[config.mk]
export PLATFORM = sky130hd
export DESIGN_NAME = keypad_scan_mod
export DESIGN_NICKNAME = d
export VERILOG_FILES = /design/src/rtl/keypad_pkg.sv /design/src/rtl/keypad_scan_mod_col_scan.sv /design/src/rtl/keypad_scan_mod.sv
export SDC_FILE = /design/constraint.sdc
export NUM_CORES = 1
export LEC_CHECK = 0
export ABC_AREA = 1
export CORE_UTILIZATION = 40
export CTS_BUF_LIST = sky130_fd_sc_hd__clkbuf_16
export CTS_CLUSTER_SIZE = 20
export DETAILED_ROUTE_END_ITERATION = 16
export PLACE_DENSITY_LB_ADDON = 0.15
export SETUP_SLACK_MARGIN = 0.02
export SLEW_MARGIN = 10
export SYNTH_ARGS = -nofsm -noshare
export SYNTH_HDL_FRONTEND = slang
export SYNTH_SLANG_ARGS = --single-unit
[constraint.sdc]
create_clock -name CLK -period 4.6 [get_ports CLK]
set_input_delay 0.46 -clock CLK [delete_from_list [all_inputs] [get_ports CLK]]
set_output_delay 0.46 -clock CLK [all_outputs]
set_load 0.01 [all_outputs]
[src/rtl/keypad_pkg.sv]
// Shared constants, debounce state encoding and key-map helpers for the 4x4 keypad scanner.
package keypad_pkg;

    localparam int KEY_ROWS   = 4;
    localparam int KEY_COLS   = 4;
    localparam int KEY_CODE_W = 4;
    localparam int COL_W      = $clog2(KEY_COLS);
    localparam int MAP_W      = KEY_ROWS * KEY_COLS;
    localparam int NKEY_W     = $clog2(MAP_W + 1);

    typedef enum logic [1:0] {
        ST_IDLE    = 2'd0,
        ST_CONFIRM = 2'd1,
        ST_HELD    = 2'd2,
        ST_RELEASE = 2'd3
    } keyState_e;

    function automatic logic [NKEY_W-1:0] countKeys(input logic [MAP_W-1:0] map);
        logic [NKEY_W-1:0] n;
        n = '0;
        for (int i = 0; i < MAP_W; i++) begin
            n = n + NKEY_W'(map[i]);
        end
        return n;
    endfunction

    // Only meaningful when exactly one bit is set; returns that bit's index.
    function automatic logic [KEY_CODE_W-1:0] firstKey(input logic [MAP_W-1:0] map);
        logic [KEY_CODE_W-1:0] idx;
        idx = '0;
        for (int i = 0; i < MAP_W; i++) begin
            if (map[i]) begin
                idx = KEY_CODE_W'(i);
            end
        end
        return idx;
    endfunction

endpackage

[src/rtl/keypad_scan_mod_col_scan.sv]
// Column scan timing: slot counter, rotating active-low column drive and sample/frame-end strobes.
module keypad_col_scan
    import keypad_pkg::*;
#(
    parameter int SCAN_CYC = 50000
) (
    input  logic                CLK,
    input  logic                RST_n,
    output logic [KEY_COLS-1:0] Column_Scan_Sig,
    output logic [COL_W-1:0]    colIdx_o,
    output logic                sampleStb_o,
    output logic                frameEnd_o
);

    localparam int SLOT_W = $clog2(SCAN_CYC);

    logic [SLOT_W-1:0] slotCnt_q, slotCnt_d;
    logic [COL_W-1:0]  colIdx_q, colIdx_d;
    logic              slotLast;

    assign slotLast = (slotCnt_q == SLOT_W'(SCAN_CYC - 1));

    always_comb begin
        slotCnt_d = slotLast ? '0 : slotCnt_q + SLOT_W'(1);
        colIdx_d  = slotLast ? colIdx_q + COL_W'(1) : colIdx_q;
    end

    always_ff @(posedge CLK or negedge RST_n) begin
        if (!RST_n) begin
            slotCnt_q <= '0;
            colIdx_q  <= '0;
        end else begin
            slotCnt_q <= slotCnt_d;
            colIdx_q  <= colIdx_d;
        end
    end

    assign Column_Scan_Sig = ~(KEY_COLS'(1) << colIdx_q);
    assign colIdx_o        = colIdx_q;
    assign sampleStb_o     = slotLast;
    assign frameEnd_o      = slotLast && (colIdx_q == COL_W'(KEY_COLS - 1));

endmodule

[src/rtl/keypad_scan_mod.sv]
// 4x4 keypad scanner: synchronises rows, builds a per-frame key map and debounces single-key presses.
module keypad_scan_mod
    import keypad_pkg::*;
#(
    parameter int SCAN_CYC   = 50000,
    parameter int DEB_FRAMES = 5
) (
    input  logic                  CLK,
    input  logic                  RST_n,
    input  logic [KEY_ROWS-1:0]   Row_In,
    output logic [KEY_COLS-1:0]   Column_Scan_Sig,
    output logic [KEY_CODE_W-1:0] Key_Code,
    output logic                  Key_Valid,
    output logic                  Key_Release,
    output logic                  Key_Down
);

    localparam int CNT_W = $clog2(DEB_FRAMES + 1);

    logic [COL_W-1:0]      colIdx;
    logic                  sampleStb;
    logic                  frameEnd;

    logic [KEY_ROWS-1:0]   rowMeta_q, rowSync_q;
    logic [MAP_W-1:0]      keyMap_q, mapMerged;
    logic [MAP_W-1:0]      frameMap_q;
    logic [NKEY_W-1:0]     frameCount_q;
    logic [KEY_CODE_W-1:0] frameCand_q;
    logic                  frameValid_q;

    keyState_e             state_q, state_d;
    logic [KEY_CODE_W-1:0] stored_q, stored_d;
    logic [CNT_W-1:0]      cnt_q, cnt_d;
    logic [KEY_CODE_W-1:0] keyCode_q, keyCode_d;
    logic                  keyValid_q, keyValid_d;
    logic                  keyRelease_q, keyRelease_d;

    logic                  frameSingle, frameMatch, storedPresent, cntLast;

    keypad_col_scan #(
        .SCAN_CYC (SCAN_CYC)
    ) u_col_scan (
        .CLK             (CLK),
        .RST_n           (RST_n),
        .Column_Scan_Sig (Column_Scan_Sig),
        .colIdx_o        (colIdx),
        .sampleStb_o     (sampleStb),
        .frameEnd_o      (frameEnd)
    );

    // Rows idle high, so the synchroniser resets to "nothing pressed".
    always_ff @(posedge CLK or negedge RST_n) begin
        if (!RST_n) begin
            rowMeta_q <= '1;
            rowSync_q <= '1;
        end else begin
            rowMeta_q <= Row_In;
            rowSync_q <= rowMeta_q;
        end
    end

    always_comb begin
        mapMerged = keyMap_q;
        for (int r = 0; r < KEY_ROWS; r++) begin
            mapMerged[r * KEY_COLS + int'(colIdx)] = ~rowSync_q[r];
        end
    end

    // The frame result includes the column sampled on the frame-end edge itself.
    always_ff @(posedge CLK or negedge RST_n) begin
        if (!RST_n) begin
            keyMap_q     <= '0;
            frameMap_q   <= '0;
            frameCount_q <= '0;
            frameCand_q  <= '0;
            frameValid_q <= 1'b0;
        end else begin
            frameValid_q <= frameEnd;
            if (frameEnd) begin
                keyMap_q     <= '0;
                frameMap_q   <= mapMerged;
                frameCount_q <= countKeys(mapMerged);
                frameCand_q  <= firstKey(mapMerged);
            end else if (sampleStb) begin
                keyMap_q <= mapMerged;
            end
        end
    end

    assign frameSingle   = (frameCount_q == NKEY_W'(1));
    assign frameMatch    = frameSingle && (frameCand_q == stored_q);
    assign storedPresent = frameMap_q[stored_q];
    assign cntLast       = (cnt_q == CNT_W'(DEB_FRAMES - 1));

    always_ff @(posedge CLK or negedge RST_n) begin
        if (!RST_n) begin
            state_q  <= ST_IDLE;
            stored_q <= '0;
            cnt_q    <= '0;
        end else begin
            state_q  <= state_d;
            stored_q <= stored_d;
            cnt_q    <= cnt_d;
        end
    end

    always_comb begin
        state_d  = state_q;
        stored_d = stored_q;
        cnt_d    = cnt_q;
        if (frameValid_q) begin
            case (state_q)
                ST_IDLE: begin
                    if (frameSingle) begin
                        state_d  = ST_CONFIRM;
                        stored_d = frameCand_q;
                        cnt_d    = CNT_W'(1);
                    end
                end
                ST_CONFIRM: begin
                    if (frameMatch) begin
                        cnt_d = cnt_q + CNT_W'(1);
                        if (cntLast) begin
                            state_d = ST_HELD;
                        end
                    end else begin
                        state_d = ST_IDLE;
                    end
                end
                ST_HELD: begin
                    if (!storedPresent) begin
                        state_d = ST_RELEASE;
                        cnt_d   = CNT_W'(1);
                    end
                end
                ST_RELEASE: begin
                    if (!storedPresent) begin
                        cnt_d = cnt_q + CNT_W'(1);
                        if (cntLast) begin
                            state_d = ST_IDLE;
                        end
                    end else begin
                        state_d = ST_HELD;
                    end
                end
                default: state_d = ST_IDLE;
            endcase
        end
    end

    // Strobes are registered alongside Key_Code so a consumer sees the new code with Key_Valid.
    always_comb begin
        keyValid_d   = 1'b0;
        keyRelease_d = 1'b0;
        keyCode_d    = keyCode_q;
        if (frameValid_q && (state_q == ST_CONFIRM) && frameMatch && cntLast) begin
            keyValid_d = 1'b1;
            keyCode_d  = stored_q;
        end
        if (frameValid_q && (state_q == ST_RELEASE) && !storedPresent && cntLast) begin
            keyRelease_d = 1'b1;
        end
    end

    always_ff @(posedge CLK or negedge RST_n) begin
        if (!RST_n) begin
            keyCode_q    <= '0;
            keyValid_q   <= 1'b0;
            keyRelease_q <= 1'b0;
        end else begin
            keyCode_q    <= keyCode_d;
            keyValid_q   <= keyValid_d;
            keyRelease_q <= keyRelease_d;
        end
    end

    assign Key_Code    = keyCode_q;
    assign Key_Valid   = keyValid_q;
    assign Key_Release = keyRelease_q;
    assign Key_Down    = (state_q == ST_HELD) || (state_q == ST_RELEASE);

endmodule

==> results of run 1 <==
[logic make-up after synthesis]
family | after synthesis | synth area share
and+or+nand+nor | 188 | 0.207
xor gates and xnor gates | 11 | 0.0222
adders and majority gates | 22 | 0.0808
DFF | 83 | 0.481
AOI/OAI and AO/OA | 98 | 0.125
buffers and inverters | 90 | 0.0837
[worst min path at each step]
stage                       from             end  slack, ns  cells after the start
floorplan                  RST_n     Key_Code[0]       0.16                      0
global placement    rowMeta_q[1]    rowSync_q[1]       0.35                      0
detailed placement  rowMeta_q[2]    rowSync_q[2]       0.35                      0
CTS                        RST_n  frameMap_q[11]       0.09                      1
global route               RST_n  frameMap_q[11]       0.11                      1
finish                     RST_n  frameMap_q[11]       0.08                      1
[metrics by stage]
step	setup WS, ns	power (mW)	util
after floorplan	0.485	0.768	-
after detailed placement	0.222	0.796	0.444
after CTS	0.194	1.45	0.469
after global placement	0.352	0.795	0.444
final	0.359	1.42	0.470
after global routing	0.0448	1.49	0.470
[worst max-delay path, stage by stage (launching register included)]
cell,delay [ns]
dfrtp_1,0.40
inv_1,0.13
ha_1,0.30
inv_1,0.10
o21ai_0,0.28
fa_1,0.46
inv_1,0.09
fa_1,0.45
fa_1,0.48
fa_1,0.50
inv_1,0.05
ha_1,0.22
fa_1,0.40
xnor2_1,0.14
o21ai_1,0.09
[metal layers]
metal / global-route usage / vias up / share of wire
li1: - / 1620 / -
met5: 0 / - / 0
met2: 0.276 / 42 / 0.45
met4: 0.0724 / 0 / 0.020
met1: 0.223 / 1528 / 0.48
met3: 0.0638 / 17 / 0.049
[power by group through the flow]
stage | registers, mW | logic [mW] | clock network [mW]
after CTS | 0.741 | 0.0421 | 0.666
after global routing | 0.741 | 0.0468 | 0.698
after global placement | 0.754 | 0.0415 | 0
after floorplan | 0.752 | 0.0159 | 0
after detailed placement | 0.754 | 0.0419 | 0
final | 0.741 | 0.0401 | 0.640
[Yosys cell counts (all sizes together)]
master  count
nand3b      1
buf         9
nor4        3
nand4       6
nand2     125
ha         12
or2         1
xor2        7
nor3b       1
xnor2       4
and3        1
inv        78
nor2       24
dfstp       8
clkbuf      3
a21oi      15
o211ai      4
fa         10
o31ai      11
nor3        9
nand3      17
a31oi       1
dfrtp      75
o21a        2
o21ai      65
[area by class of cell]
type	count	area (µm²)	share of cell area
Multi-Input combinational cell	319	1890	0.387
Clock buffer	9	225	0.0460
Tap cell	136	170	0.0348
Sequential cell	83	2090	0.426
Timing Repair Buffer	20	188	0.0384
Inverter	78	293	0.0598
Clock inverter	7	37.5	0.00767
[layout by cell type, fill, tap and decap left out, types with 3 or more instances in the layout]
cell type | netlist | routed
clkbuf_16 | 0 | 9
dfrtp_1 | 75 | 75
clkinv_2 | 0 | 3
nor3_2 | 3 | 3
o21ai_2 | 2 | 3
xnor2_1 | 4 | 4
o211ai_1 | 4 | 4
buf_4 | 3 | 5
dfstp_2 | 8 | 8
fa_1 | 10 | 10
nor2_1 | 20 | 20
nand3_1 | 14 | 14
o21ai_1 | 23 | 24
nor3_1 | 4 | 4
o31ai_1 | 11 | 11
nand4_1 | 4 | 4
inv_1 | 70 | 72
nand3_2 | 3 | 3
o21ai_0 | 40 | 38
ha_1 | 12 | 11
inv_2 | 8 | 8
a21oi_1 | 15 | 15
xor2_1 | 7 | 7
nand2_1 | 123 | 123
clkdlybuf4s50_1 | 0 | 15
[sequential cells by signal, summed over array words and instances (netlist names), 3 cells and up]
register / cells
keyMap_q: 16
Key_Code: 4
rowMeta_q: 4
cnt_q: 3
stored_q: 4
frameCount_q: 5
rowSync_q: 4
u_col_scan.slotCnt_q: 16
frameMap_q: 16
frameCand_q: 4
[timing repair]
action                     CTS  global route
setup endpoints to repair    0             3
resized for setup            0             4
hold buffers                 0             0
==> flow_summary.yaml, run 1 <==
global_route:
  track_usage: 0.177
  grt_max_degree: 46
  antenna_found_initial: 0
  grt_overflow: 0
  grt_pass1_vias: 3159
  grt_pass1_wl_um: 15200
layout:
  final_cells: 652
  n_antenna_cell: 0
  synthToLayoutAreaGrowth_pct: 12.8
  drive_above_1_share: 0.114
  nets: 539
  stdcell_area_um2: 4890
  fillCellCount: 1016
setup_path:
  crit_path_start: "u_col_scan.colIdx_o[0]"
  cp.required_ns: 4.81
  crit_path_max_fanout: 7
  rrSetupSlack_ns: 0.36
  critPathCaptureType: "register"
  ff2ff_path_depth: 14
  endpoint: "frameCount_q[2]"
  worstReg2RegEnd: "frameCount_q[2]"
  startpoint_type: "register"
  crit_arrival_ns: 4.45
  critPathKind: "reg2reg"
  rr_startpoint: "u_col_scan.colIdx_o[0]"
clock_tree:
  clk_pin_slew_ns: 0.06
  clockBufferDepth: 2
  cts_buffers: 9
  clock_latency_ns: 0.35
  post-cts-setup-buffers: 0
  cts_sinks: 83
  htreeDepth: 3
  cts_tree: "done"
  root_buffer: "clkbuf_16"
timing:
  whs_ns: 0.0791
  hold_violations: 0
  tightest_slew_ns: 0.641
  rsz0062_at_grt: "false"
  slew_headroom: 0.570
  drv_slew: 0
  clock.fmax_mhz: 236
  skew_ns: 0.0101
  setup_tns_ns: 0
  setup_viol: 0
  post-route-period-util: 0.922
  period_minus_slack_ns: 4.24
power_and_ir_drop:
  power_switching_share: 0.221
  power_leakage_nw: 2.46
  power_frac_comb: 0.028
  power.switching_uw: 314
  power_density_nw_per_um2: 290
  intPower_mw: 1.11
  seqPwrFrac: 0.521
  vdd_drop_max_mv: 0.288
  clkPwrFrac: 0.450
logic_synthesis:
  synth_warnings: 0
  synth_top_area_cell: "dfrtp_1"
  postSynthAreaPerCell_um2: 8.81
  synthTopCellsByArea: "dfrtp_1 (43%), nand2_1 (11%), inv_1 (6.1%)"
  ys_types: 40
  syn_area_um2: 4340
  synth_cells: 492
  ys_ff_latch: 83
  ys_seq_area_frac: 0.481
  synth_fp_nets: 520
  synth_top_area_frac: 0.433
detailed_routing:
  drtAntennaViolNets: 0
  routedWlPerCell_um: 13.4
  drt_wl_total_um: 8750
  dr.first_iter.drc_count: 224
  dr.pass1.iters: 5
  via_per_inst: 4.92
  drc: 0
  vias: 3207
place:
  hpwl_um: 6430
  globalplace.congestion: 0.868
  place_area_um2: 4620
  port_buffers: 16
  place_inst: 636
die:
  core.rowCount: 37
  dieArea_um2: 11300
  dieWidth_um: 106
  initial_core_util: 0.416
  dieHeight_um: 106
  design.core.area_um2: 10400
  ios: 17
flow_run:
  cap_violations: 0
run_status:
  status: "finished, final reports clean"
worst_hold_path:
  hold_class: "in2async"
Power figures use the tool's default switching activity.
==> run 2, diff against run 1 <==
CORE_ASPECT_RATIO = 1.4   (was not set)
==> flow_summary.yaml, run 2 (same netlist as run 1, synthesis figures left out) <==
detailed_routing:
  routedWlPerCell_um: 13.6
  drtAntennaViolNets: 0
  vias: 3231
  drt_wl_total_um: 8870
  dr.pass1.iters: 6
  via_per_inst: 4.94
  dr.first_iter.drc_count: 139
  drc: 0
setup_path:
  cp.buffers_inverters: 6
  crit_path_max_fanout: 6
  path_common_cell: "inv_1"
  cp.required_ns: 4.79
  crit_slowest_cell: "fa_1"
  crit_arrival_ns: 4.47
  critPathCaptureType: "register"
  critPathTopFamily: "adder cells"
  startpoint_type: "register"
  critPathKind: "reg2reg"
  cp_cell_sequence: "inv_1 > ha_1 > inv_1 > o21ai_1 > inv_1 > fa_1 > inv_1 > fa_1 > inv_1 > fa_1 > fa_1 > inv_1 > ha_1 > fa_1 > xnor2_1 > o21ai_1"
  max_stage_delay_ns: 0.51
global_route:
  track_usage: 0.173
  grt_pass1_wl_um: 15400
  antenna_found_initial: 0
  grt_pass1_vias: 3171
  grt_max_degree: 84
  grt_overflow: 0
clock_tree:
  cts_buffers: 9
  clockBufferDepth: 2
  clock_latency_ns: 0.34
  root_buffer: "clkbuf_16"
  cts_tree: "done"
  cts_sinks: 83
  post-cts-setup-buffers: 0
  clk_pin_slew_ns: 0.07
  htreeDepth: 3
die:
  ios: 17
  design.core.area_um2: 10500
  core.rowCount: 44
  dieWidth_um: 90
  initial_core_util: 0.415
  dieHeight_um: 125
  dieArea_um2: 11300
timing:
  tightest_slew_ns: 1.03
  rsz0062_at_grt: "false"
  setup_viol: 0
  setup_tns_ns: 0
  hold_violations: 0
  slew_headroom: 0.313
  drv_slew: 0
  post-route-period-util: 0.930
  whs_ns: 0.290
  skew_ns: 0.00993
  clock.fmax_mhz: 234
  period_minus_slack_ns: 4.28
place:
  globalplace.congestion: 0.855
  hpwl_um: 6460
  port_buffers: 16
layout:
  n_antenna_cell: 0
  reg_top3: "frameMap_q x16, keyMap_q x16, u_col_scan.slotCnt_q x16"
  drive_above_1_share: 0.112
  fillCellCount: 1038
  final_common_cell: "nand2_1"
  nets: 539
  final_cell_mix: "nand2_1 (123), dfrtp_1 (75), inv_1 (72)"
  synthToLayoutAreaGrowth_pct: 14.1
  register_area_um2: 2090
  multi_input_area_um2: 1890
  final_util: 0.473
power_and_ir_drop:
  power_density_nw_per_um2: 312
  power_leakage_nw: 2.48
  vdd_drop_max_mv: 0.179
worst_hold_path:
  hold_class: "in2async"
run_status:
  status: "finished, final reports clean"
flow_run:
  cap_violations: 0
## run 2: cell types whose count changed in the layout (fill, tap and decap cells not counted), sizes merged
cell      delta
bufinv       +2
clkinv       -3
clkinvlp     -1
inv          +2
## run 2: worst register-to-register path, cell delays in order, from the launching register on
cell	delay, ns
dfrtp_1	0.40
inv_1	0.11
ha_1	0.25
inv_1	0.11
o21ai_1	0.22
inv_1	0.13
fa_1	0.49
inv_1	0.05
fa_1	0.51
inv_1	0.05
fa_1	0.45
fa_1	0.48
inv_1	0.04
ha_1	0.22
fa_1	0.41
xnor2_1	0.15
o21ai_1	0.08
## run 2: metal layers
| metal | global-route usage | up-vias | wire (µm) |
|---|---|---|---|
| met5 | 0 | - | 0 |
| met4 | 0.0778 | 0 | 221 |
| met3 | 0.0420 | 14 | 283 |
| met2 | 0.291 | 47 | 4360 |
| met1 | 0.208 | 1555 | 4000 |
| li1 | - | 1615 | - |
## run 2: final cells by class
| cell class | instances | area share |
|---|---|---|
| well taps | 138 | 0.0349 |
| multi-input cells | 319 | 0.382 |
| repair buffers | 20 | 0.0379 |
| clock inverters | 7 | 0.0187 |
| flip-flops and latches | 83 | 0.422 |
| clock buffers | 9 | 0.0455 |
| inverters | 78 | 0.0592 |
## run 2: report_power, final
| group | total (mW) | internal [mW] | switching, mW |
|---|---|---|---|
| clock network | 0.763 | 0.475 | 0.288 |
| registers | 0.740 | 0.737 | 0.00380 |
| logic | 0.0392 | 0.0120 | 0.0272 |
| total | 1.54 | 1.22 | 0.319 |
## run 2: what timing repair did
action                     CTS  global route
hold endpoints to repair     0             0
setup endpoints to repair    0             2
gates resized for setup      0             2
hold buffers                 0             0
## run 2: path summary, 6_finish.rpt
kind,startpoint,end,slack [ns],depth (start not counted)
hold / removal,RST_n,stored_q[0],0.29,1
setup / recovery,u_col_scan.colIdx_o[1],frameCount_q[2],0.32,16
min in group CLK,rowMeta_q[1],rowSync_q[1],0.36,0
setup reg to reg,u_col_scan.colIdx_o[1],frameCount_q[2],0.32,16
hold reg to reg,rowMeta_q[1],rowSync_q[1],0.36,0
max in group asynchronous,RST_n,keyMap_q[13],3.62,1
## run 2: per-stage QoR
step | power, mW | cells | cell area, µm² | worst slack (ns)
final | 1.54 | 654 | 4950 | 0.324
after global routing | 1.61 | 654 | 4950 | 0.0294
after CTS | 1.57 | 654 | 4940 | 0.231
after detailed placement | 0.795 | 638 | 4630 | 0.249
after global placement | 0.794 | 638 | 4630 | 0.357
after floorplan | 0.768 | 492 | 4340 | 0.485
